<file path="config.mk">
export PLATFORM = sky130hd
export DESIGN_NAME = step_loader
export DESIGN_NICKNAME = d
export VERILOG_FILES = /design/src/rtl/step_loader_pkg.sv /design/src/rtl/step_loader.sv
export SDC_FILE = /design/constraint.sdc
export NUM_CORES = 2
export LEC_CHECK = 0
export ABC_AREA = 1
export CAP_MARGIN = 20
export CORE_MARGIN = 3
export CORE_UTILIZATION = 50
export DETAILED_ROUTE_END_ITERATION = 10
export PLACE_DENSITY = 0.76
export SLEW_MARGIN = 10
export SYNTH_ARGS = -nofsm -noshare
export SYNTH_HDL_FRONTEND = slang
export SYNTH_SLANG_ARGS = --single-unit
</file>
<file path="constraint.sdc">
create_clock -name clk -period 31.9 [get_ports clk]
set_input_delay 4.785 -clock clk [delete_from_list [all_inputs] [get_ports clk]]
set_output_delay 4.785 -clock clk [all_outputs]
set_load 0.01 [all_outputs]
</file>
<file path="src/rtl/step_loader_pkg.sv">
// Shared decode constants for the step trace loader: frame layout, header tag and FSM states.
package step_loader_pkg;

  localparam logic [15:0] STEP_MAGIC = 16'h5354;
  localparam int          STEP_WORDS = 18;

  localparam int W_HDR     = 0;
  localparam int W_RAW_HI  = 1;
  localparam int W_RAW_MID = 2;
  localparam int W_RAW_LO  = 3;
  localparam int W_EAX     = 4;
  localparam int W_EBX     = 5;
  localparam int W_ECX     = 6;
  localparam int W_EDX     = 7;
  localparam int W_ESI     = 8;
  localparam int W_EDI     = 9;
  localparam int W_ESP     = 10;
  localparam int W_EBP     = 11;
  localparam int W_H1_CTRL = 12;
  localparam int W_H1_ADDR = 13;
  localparam int W_H1_DATA = 14;
  localparam int W_H2_CTRL = 15;
  localparam int W_H2_ADDR = 16;
  localparam int W_H2_DATA = 17;

  typedef enum logic [1:0] {
    HUNT = 2'd0,
    LOAD = 2'd1,
    HOLD = 2'd2
  } load_state_e;

  // Next expected step index, wrapping at the configured modulus.
  function automatic logic [15:0] nextIndex(input logic [15:0] idx, input int maxSteps);
    if (32'(idx) >= 32'(maxSteps - 1)) return 16'd0;
    return idx + 16'd1;
  endfunction

endpackage

</file>
<file path="src/rtl/step_loader.sv">
// Assembles 18-word step frames from the trace stream and presents them to decode
// through a single registered output slot, so one frame can load while another waits.
module step_loader #(
  parameter logic [15:0] STEP_MAGIC = 16'h5354,
  parameter int          MAX_STEPS  = 65536
) (
  input  logic          clk,
  input  logic          rst,
  input  logic          in_valid,
  output logic          in_ready,
  input  logic [31:0]   in_word,
  output logic          out_valid,
  input  logic          out_ready,
  output logic [95:0]   raw_instr,
  output logic [31:0]   eax,
  output logic [31:0]   ebx,
  output logic [31:0]   ecx,
  output logic [31:0]   edx,
  output logic [31:0]   esi,
  output logic [31:0]   edi,
  output logic [31:0]   esp,
  output logic [31:0]   ebp,
  output logic          hint1_is_write,
  output logic [31:0]   hint1_address,
  output logic [31:0]   hint1_data,
  output logic          hint2_is_write,
  output logic [31:0]   hint2_address,
  output logic [31:0]   hint2_data,
  output logic [15:0]   step_index,
  output logic          err_seq
);

  import step_loader_pkg::*;

  load_state_e r_state;
  load_state_e w_nextState;
  logic [4:0]  r_count;
  logic [4:0]  w_nextCount;
  logic [15:0] r_expIdx;
  logic [31:0] r_asm [STEP_WORDS];
  logic        r_inReady;
  logic        r_errSeq;
  logic        r_outValid;

  logic [95:0] r_rawInstr;
  logic [31:0] r_eax, r_ebx, r_ecx, r_edx, r_esi, r_edi, r_esp, r_ebp;
  logic        r_h1Write, r_h2Write;
  logic [31:0] r_h1Addr, r_h1Data, r_h2Addr, r_h2Data;
  logic [15:0] r_stepIdx;

  logic        w_accept;
  logic        w_slotFree;
  logic        w_hdrMagic;
  logic        w_hdrIdxOk;
  logic        w_transfer;
  logic        w_asmWe;
  logic        w_errSeq;
  logic        w_nextOutValid;
  logic [31:0] w_lastWord;

  assign w_accept   = in_valid && r_inReady;
  assign w_slotFree = !r_outValid || out_ready;
  assign w_hdrMagic = (in_word[31:16] == STEP_MAGIC);
  assign w_hdrIdxOk = (in_word[15:0] == r_expIdx);
  // The final word is still on the bus when a frame transfers straight out of LOAD.
  assign w_lastWord = (r_state == HOLD) ? r_asm[W_H2_DATA] : in_word;

  always_comb begin
    w_nextState    = r_state;
    w_nextCount    = r_count;
    w_transfer     = 1'b0;
    w_asmWe        = 1'b0;
    w_errSeq       = 1'b0;
    unique case (r_state)
      HUNT: begin
        if (w_accept && w_hdrMagic) begin
          if (w_hdrIdxOk) begin
            w_asmWe     = 1'b1;
            w_nextCount = 5'd1;
            w_nextState = LOAD;
          end else begin
            w_errSeq = 1'b1;
          end
        end
      end
      LOAD: begin
        if (w_accept) begin
          w_asmWe     = 1'b1;
          w_nextCount = r_count + 5'd1;
          if (r_count == 5'(W_H2_DATA)) begin
            if (w_slotFree) begin
              w_transfer  = 1'b1;
              w_nextCount = 5'd0;
              w_nextState = HUNT;
            end else begin
              w_nextState = HOLD;
            end
          end
        end
      end
      HOLD: begin
        if (w_slotFree) begin
          w_transfer  = 1'b1;
          w_nextCount = 5'd0;
          w_nextState = HUNT;
        end
      end
      default: w_nextState = HUNT;
    endcase
    w_nextOutValid = w_transfer || (r_outValid && !out_ready);
  end

  always_ff @(posedge clk or posedge rst) begin
    if (rst) begin
      r_state    <= HUNT;
      r_count    <= 5'd0;
      r_expIdx   <= 16'd0;
      r_inReady  <= 1'b0;
      r_errSeq   <= 1'b0;
      r_outValid <= 1'b0;
      for (int i = 0; i < STEP_WORDS; i++) r_asm[i] <= 32'd0;
    end else begin
      r_state    <= w_nextState;
      r_count    <= w_nextCount;
      r_inReady  <= (w_nextState != HOLD);
      r_errSeq   <= w_errSeq;
      r_outValid <= w_nextOutValid;
      if (w_transfer) r_expIdx <= nextIndex(r_expIdx, MAX_STEPS);
      if (w_asmWe && (r_count < 5'(STEP_WORDS))) r_asm[r_count] <= in_word;
    end
  end

  always_ff @(posedge clk or posedge rst) begin
    if (rst) begin
      r_rawInstr <= 96'd0;
      r_eax      <= 32'd0;
      r_ebx      <= 32'd0;
      r_ecx      <= 32'd0;
      r_edx      <= 32'd0;
      r_esi      <= 32'd0;
      r_edi      <= 32'd0;
      r_esp      <= 32'd0;
      r_ebp      <= 32'd0;
      r_h1Write  <= 1'b0;
      r_h1Addr   <= 32'd0;
      r_h1Data   <= 32'd0;
      r_h2Write  <= 1'b0;
      r_h2Addr   <= 32'd0;
      r_h2Data   <= 32'd0;
      r_stepIdx  <= 16'd0;
    end else if (w_transfer) begin
      r_rawInstr <= {r_asm[W_RAW_HI], r_asm[W_RAW_MID], r_asm[W_RAW_LO]};
      r_eax      <= r_asm[W_EAX];
      r_ebx      <= r_asm[W_EBX];
      r_ecx      <= r_asm[W_ECX];
      r_edx      <= r_asm[W_EDX];
      r_esi      <= r_asm[W_ESI];
      r_edi      <= r_asm[W_EDI];
      r_esp      <= r_asm[W_ESP];
      r_ebp      <= r_asm[W_EBP];
      r_h1Write  <= r_asm[W_H1_CTRL][0];
      r_h1Addr   <= r_asm[W_H1_ADDR];
      r_h1Data   <= r_asm[W_H1_DATA];
      r_h2Write  <= r_asm[W_H2_CTRL][0];
      r_h2Addr   <= r_asm[W_H2_ADDR];
      r_h2Data   <= w_lastWord;
      r_stepIdx  <= r_asm[W_HDR][15:0];
    end
  end

  assign in_ready       = r_inReady;
  assign out_valid      = r_outValid;
  assign err_seq        = r_errSeq;
  assign raw_instr      = r_rawInstr;
  assign eax            = r_eax;
  assign ebx            = r_ebx;
  assign ecx            = r_ecx;
  assign edx            = r_edx;
  assign esi            = r_esi;
  assign edi            = r_edi;
  assign esp            = r_esp;
  assign ebp            = r_ebp;
  assign hint1_is_write = r_h1Write;
  assign hint1_address  = r_h1Addr;
  assign hint1_data     = r_h1Data;
  assign hint2_is_write = r_h2Write;
  assign hint2_address  = r_h2Addr;
  assign hint2_data     = r_h2Data;
  assign step_index     = r_stepIdx;

endmodule

</file>
=== After elaboration in Yosys (flattened, before gate mapping) ===
Index checks and enable logic that the tools add are counted.
W data, S select, Z words.

* Flip-flop bits (word level): 1100
* Bits of input ports: 36
* Output and inout port bits: 501
* Word-level logic and storage cells: 102

* Add/subtract/negate cells: 2
* Magnitude comparators: 4
* Equality and inequality tests: 10
* Muxes and demuxes: 33
* Bitwise gates (word level): 1
* Reductions and logical operators: 12

{| class="wikitable"
|+ Operators by type and width
! operator !! count
|-
| $bwmux W576 || 1
|-
| $demux W32 S5 || 1
|-
| $mux W32 || 2
|-
| $mux W16 || 2
|-
| $mux W5 || 6
|-
| $add A16 B1 Y16 const B || 1
|-
| $eq A16 B15 Y1 const B || 1
|-
| $eq A16 B16 Y1 || 1
|-
| $ge A16 B16 Y1 const B || 1
|-
| $pmux W5 S3 || 1
|-
| $mux W2 || 6
|-
| $mux W1 || 11
|-
| $ne A2 B2 Y1 const B || 5
|-
| $ge A6 B6 Y1 const B || 1
|-
| $lt A6 B1 Y1 const B || 1
|-
| $not A5 Y6 || 1
|-
| $pmux W2 S3 || 1
|-
| $add A5 B1 Y5 const B || 1
|-
| $eq A5 B5 Y1 const B || 1
|-
| $logic_and A1 B1 Y1 || 5
|-
| $lt A5 B5 Y1 const B || 1
|-
| $reduce_and A5 Y1 || 1
|-
| $pmux W1 S2 || 2
|-
| $reduce_bool A3 Y1 || 1
|-
| other kinds (5) || 7
|}

=== Longest topological paths before layout ===
* Depth after elaboration: 8
* Depth in mapped cells: 14
* Depth with buffers taken out: 12

=== Worst setup path after synthesis ===
OpenSTA, ideal clock, no wires.

* Path type: input -> register
* From: input port in_word[16]
* To: register r_asm[32] (netlist bit)
* Setup time: 0.117 ns
* Arrival time: 6.116 ns
* Required time: 31.783 ns
* Setup slack: 25.666 ns
* Stages: 13
* Buffers on the path: 3
* Cells stage by stage: buf_2 nor2_1 nand3_1 nor2_1 nand3_1 nor2_2 nand3_1 nand2_2 buf_8 nand3_2 buf_2 nand2_1 nand2_1

* Cells in the longest elaborated chain, start to end: 5

{| class="wikitable"
|+ RTL lines
! what !! line !! RTL
|-
| from (decl) || step_loader.sv:11 || <nowiki>input logic [31:0] in_word,</nowiki>
|-
| $eq A16 B15 Y1 || step_loader.sv:63 || <nowiki>assign w_hdrMagic = (in_word[31:16] == STEP_MAGIC);</nowiki>
|-
| $logic_and A1 B1 Y1 || step_loader.sv:76 || <nowiki>if (w_accept && w_hdrMagic) begin</nowiki>
|-
| $mux W1 || step_loader.sv:76 ||
|-
| $pmux W1 S2 || step_loader.sv:74 || <nowiki>unique case (r_state)</nowiki>
|-
| $logic_and A1 B1 Y1 || step_loader.sv:129 || <nowiki>if (w_asmWe && (r_count < 5'(STEP_WORDS))) r_asm[r_count] <= in_word;</nowiki>
|-
| to (signal, indexed assignment) || step_loader.sv:129 ||
|-
| to (decl) || step_loader.sv:40 || <nowiki>logic [31:0] r_asm [STEP_WORDS];</nowiki>
|}

No other way between the ends.
A chain may end at the register's enable or synchronous reset.

=== Worst setup path in the final report ===
* From: input port in_valid
* To: register r_expIdx[2]

* Cells in the longest elaborated chain, start to end: 3

{| class="wikitable"
|+ RTL lines
! what !! line !! RTL
|-
| from (decl) || step_loader.sv:9 || <nowiki>input logic in_valid,</nowiki>
|-
| $logic_and A1 B1 Y1 || step_loader.sv:61 || <nowiki>assign w_accept = in_valid && r_inReady;</nowiki>
|-
| $mux W1 || step_loader.sv:87 || <nowiki>if (w_accept) begin</nowiki>
|-
| $pmux W1 S2 || step_loader.sv:74 ||
|-
| to (signal assigned) || step_loader.sv:128 || <nowiki>if (w_transfer) r_expIdx <= nextIndex(r_expIdx, MAX_STEPS);</nowiki>
|-
| to (decl) || step_loader.sv:39 || <nowiki>logic [15:0] r_expIdx;</nowiki>
|}

No other way between the ends.

==> key figures <==
Run status
  – Status: finished clean

Synthesis
  – Synth area leaders: dfrtp_1 (61%), nand2_1 (23%), nand4_1 (7.6%)
  – Post-synthesis register bit count: 1,022
  – Synthesized Nets: 4,810
  – Sequential-to-total area share from yosys stat: 0.6081
  – Synth top area share: 0.6081
  – Mapped cell area: 0.04206 mm2
  – Yosys warning total: 0
  – Post-synth top cells: nand2_1 (2,549), dfrtp_1 (1,022), nand4_1 (508), clkbuf_1 (193), buf_2 (93)
  – Yosys top cell by area: dfrtp_1
  – Distinct cells, synth: 31
  – Most common cell in the netlist: nand2_1
  – Dominant synthesized flop cell: dfrtp_1
  – Post-Synthesis Cells: 4,765
  – Async SR Flop Fraction: 1.000
  – Post-synth EDFFs: 0
  – Avg Synthesized Cell Area: ~9 um2

Setup path
  – Crit-path max cell delay: 0.88 ns
  – Crit end category: register
  – Top cell family by delay on the critical path: buffers and inverters
  – Worst EP arrival: 9.37 ns
  – CP Buf/Inv Count: 5
  – WP data required: 32.43 ns
  – Crit path max fanout: about 160
  – Critical path class: input pin to register
  – Slowest library cell on the worst path: inv_8
  – Crit-path cells: clkdlybuf4s50_1 > nand2_1 > inv_1 > nand3_1 > nand2_1 > nand3_4 > inv_8 > buf_4 > buf_4 > nand2_1 > xor2_1
  – CP dominant cell by count: nand2_1
  – Nature of the critical path startpoint: input pin

Clock tree
  – CTS Sinks: 1,022
  – TritonCTS clock tree: yes
  – Resize count post-CTS: 0
  – Num CTS Buffers: 103
  – Post-CTS setup buffers: 0
  – Hold Buf Count CTS: 0
  – Worst skew pair latency: 0.68 ns
  – CTS max path bufs: 3
  – Clock root cell: clkbuf_16
  – Max H-tree Level: 3
  – Clock slew at reported path FFs: 0.06 ns

Routing
  – Wirelength per Cell: 22.63 um
  – Via-per-instance ratio: 5.784
  – WL final: ~140 mm
  – DRC Markers: 0
  – Vias: 36,090
  – DR pass1 iterations: 6
  – Final ANT Viol Nets: 0
  – DRT iter0 DRCs: 4,556

Final layout
  – Post-Layout Cell Count: 6,240
  – Register area: 0.02557 mm2
  – Layout Nets: 5,127
  – Final instance area: between 0.05 and 0.06 mm2
  – P&R area growth vs syn: 20.57%
  – Fill cell count: 6,782
  – Share of post-route cells with drive strength above 1: 0.06542
  – Post-route core utilization: 0.6127
  – Footprint of the multi-input gates: 0.01413 mm2

Global route
  – Initial antenna violation count: 3
  – Wire length of the first global-routing pass: 212.5 mm
  – Vias in the first global route: 34,320
  – Pin count of the biggest net entering global routing: between 200 and 250
  – GR Util All Layers: 0.3183
  – Gr ovfl total: 0

Placement
  – Area after DPL: 0.04705 mm2
  – DP Cell Count: 6,046
  – Place WS: 22.46 ns
  – PortBufs: 536
  – DP Wirelength: 80.97 mm
  – RD Place Congestion: slightly below 0.9

Power and ir drop
  – Leakage: 27.18 nW
  – Design Power: 2.642 mW
  – Pwr/cell area: between 50 and 60 mW/mm2
  – Peak supply drop: 0.04277 mV

STA
  – Final setup violation count: 0
  – Tightest Pin Transition: about 1.2 ns
  – PnR worst setup slack: 23.06 ns
  – Fin crit period: 8.839 ns
  – Fmax: 0.1131 GHz
  – Period utilisation layout: 0.2771
  – WHS: approximately 0.44 ns
  – Slew Viols, Final: 0
  – Clock skew: 0.03009 ns
  – Slew HR: 0.2007
  – RSZ-0062 raised after global routing: false
  – Fin. Hold Viols: 0
  – Total Negative Setup Slacks: 0 ns

Die
  – Core footprint: 0.08277 mm2
  – Effective utilization at floorplan: 0.5081
  – Die area: 0.08763 mm2
  – Die width: a little under 300 um
  – Die height: 296.0 um
  – Num rows: 105
  – Top-Level Pins: 537

Min path
  – Worst Hold Class: register to register

Job
  – Max cap viols: 0
-- power breakdown --
| group | switching, mW | total [mW] | internal, mW |
|---|---|---|---|
| registers | 0.0000000360 | 1.30 | 1.30 |
| logic | 0.0605 | 0.0672 | 0.00669 |
| clock network | 0.530 | 1.28 | 0.748 |
| total | 0.591 | 2.64 | 2.05 |
-- sequential cells by signal, summed over array words and instances (netlist names), 5 cells and up --
| register | count |
|---|---|
| r_expIdx | 16 |
| hint1_address | 32 |
| esi | 32 |
| eax | 32 |
| ebx | 32 |
| esp | 32 |
| r_asm | 498 |
| step_index | 16 |
| raw_instr | 96 |
| edi | 32 |
| r_count | 5 |
| ebp | 32 |
| ecx | 32 |
| hint2_data | 32 |
| hint1_data | 32 |
| hint2_address | 32 |
| edx | 32 |
-- kinds of logic after synthesis --
kind of cell               after synthesis  synth area share
and+or+nand+nor                       3190            0.3196
DFF                                   1022            0.6081
buffers and inverters                  455           0.05757
AOI/OAI and AO/OA                       80           0.01020
xor gates and xnor gates                 9          0.001874
adders and majority gates                9          0.002678
-- cell type report --
| class | instances | share of cell area |
|---|---|---|
| flip-flops and latches | 1022 | 0.5044 |
| multi-input cells | 3288 | 0.2787 |
| inverters | 64 | 0.004960 |
| clock inverters | 46 | 0.01251 |
| clock buffers | 144 | 0.05900 |
| diodes | 3 | 0.0001480 |
| well taps | 1070 | 0.02640 |
| repair buffers | 603 | 0.1139 |
-- path summary, 6_finish.rpt --
| check | start | end | slack (ns) | cells past startpoint |
|---|---|---|---|---|
| setup / recovery | in_valid | r_expIdx[2]$_DFFE_PP0P_ | 23.06 | 11 |
| hold / removal | r_asm[463]$_DFFE_PP0P_ | raw_instr[15]$_DFFE_PP0P_ | 0.44 | 2 |
| setup reg to reg | r_count[1]$_DFFE_PP0P_ | r_expIdx[2]$_DFFE_PP0P_ | 26.15 | 12 |
| hold reg to reg | r_asm[463]$_DFFE_PP0P_ | raw_instr[15]$_DFFE_PP0P_ | 0.44 | 2 |
| max in group asynchronous | rst | r_asm[49]$_DFFE_PP0P_ | 23.61 | 6 |
| min in group asynchronous | rst | esi[22]$_DFFE_PP0P_ | 4.77 | 3 |
-- worst min-delay path, delay by kind of cell, from the launching register on --
family / cells / cell delay (ns)
flops: 1 / 0.35
simple gates: 2 / 0.09
-- per-layer routing --
layer	track usage	wire length (um)	vias to the layer above
li1	-	-	15910
met1	0.4346	54830	17750
met2	0.4803	63540	2059
met3	0.07946	15220	376
met4	0.1534	7650	0
met5	0	0	-
-- layout by cell type (no fill, tap or decap), types with 25 or more instances in the layout --
cell type	netlist	layout
buf_2	93	32
buf_4	52	62
clkbuf_16	0	103
clkbuf_8	0	26
clkdlybuf4s50_1	0	504
dfrtp_1	1022	1022
inv_1	40	39
nand2_1	2549	2548
nand3_1	25	25
nand4_1	508	508
nor2_1	68	54
o21ai_0	63	63
No activity file was read; power rests on OpenSTA's default activity.
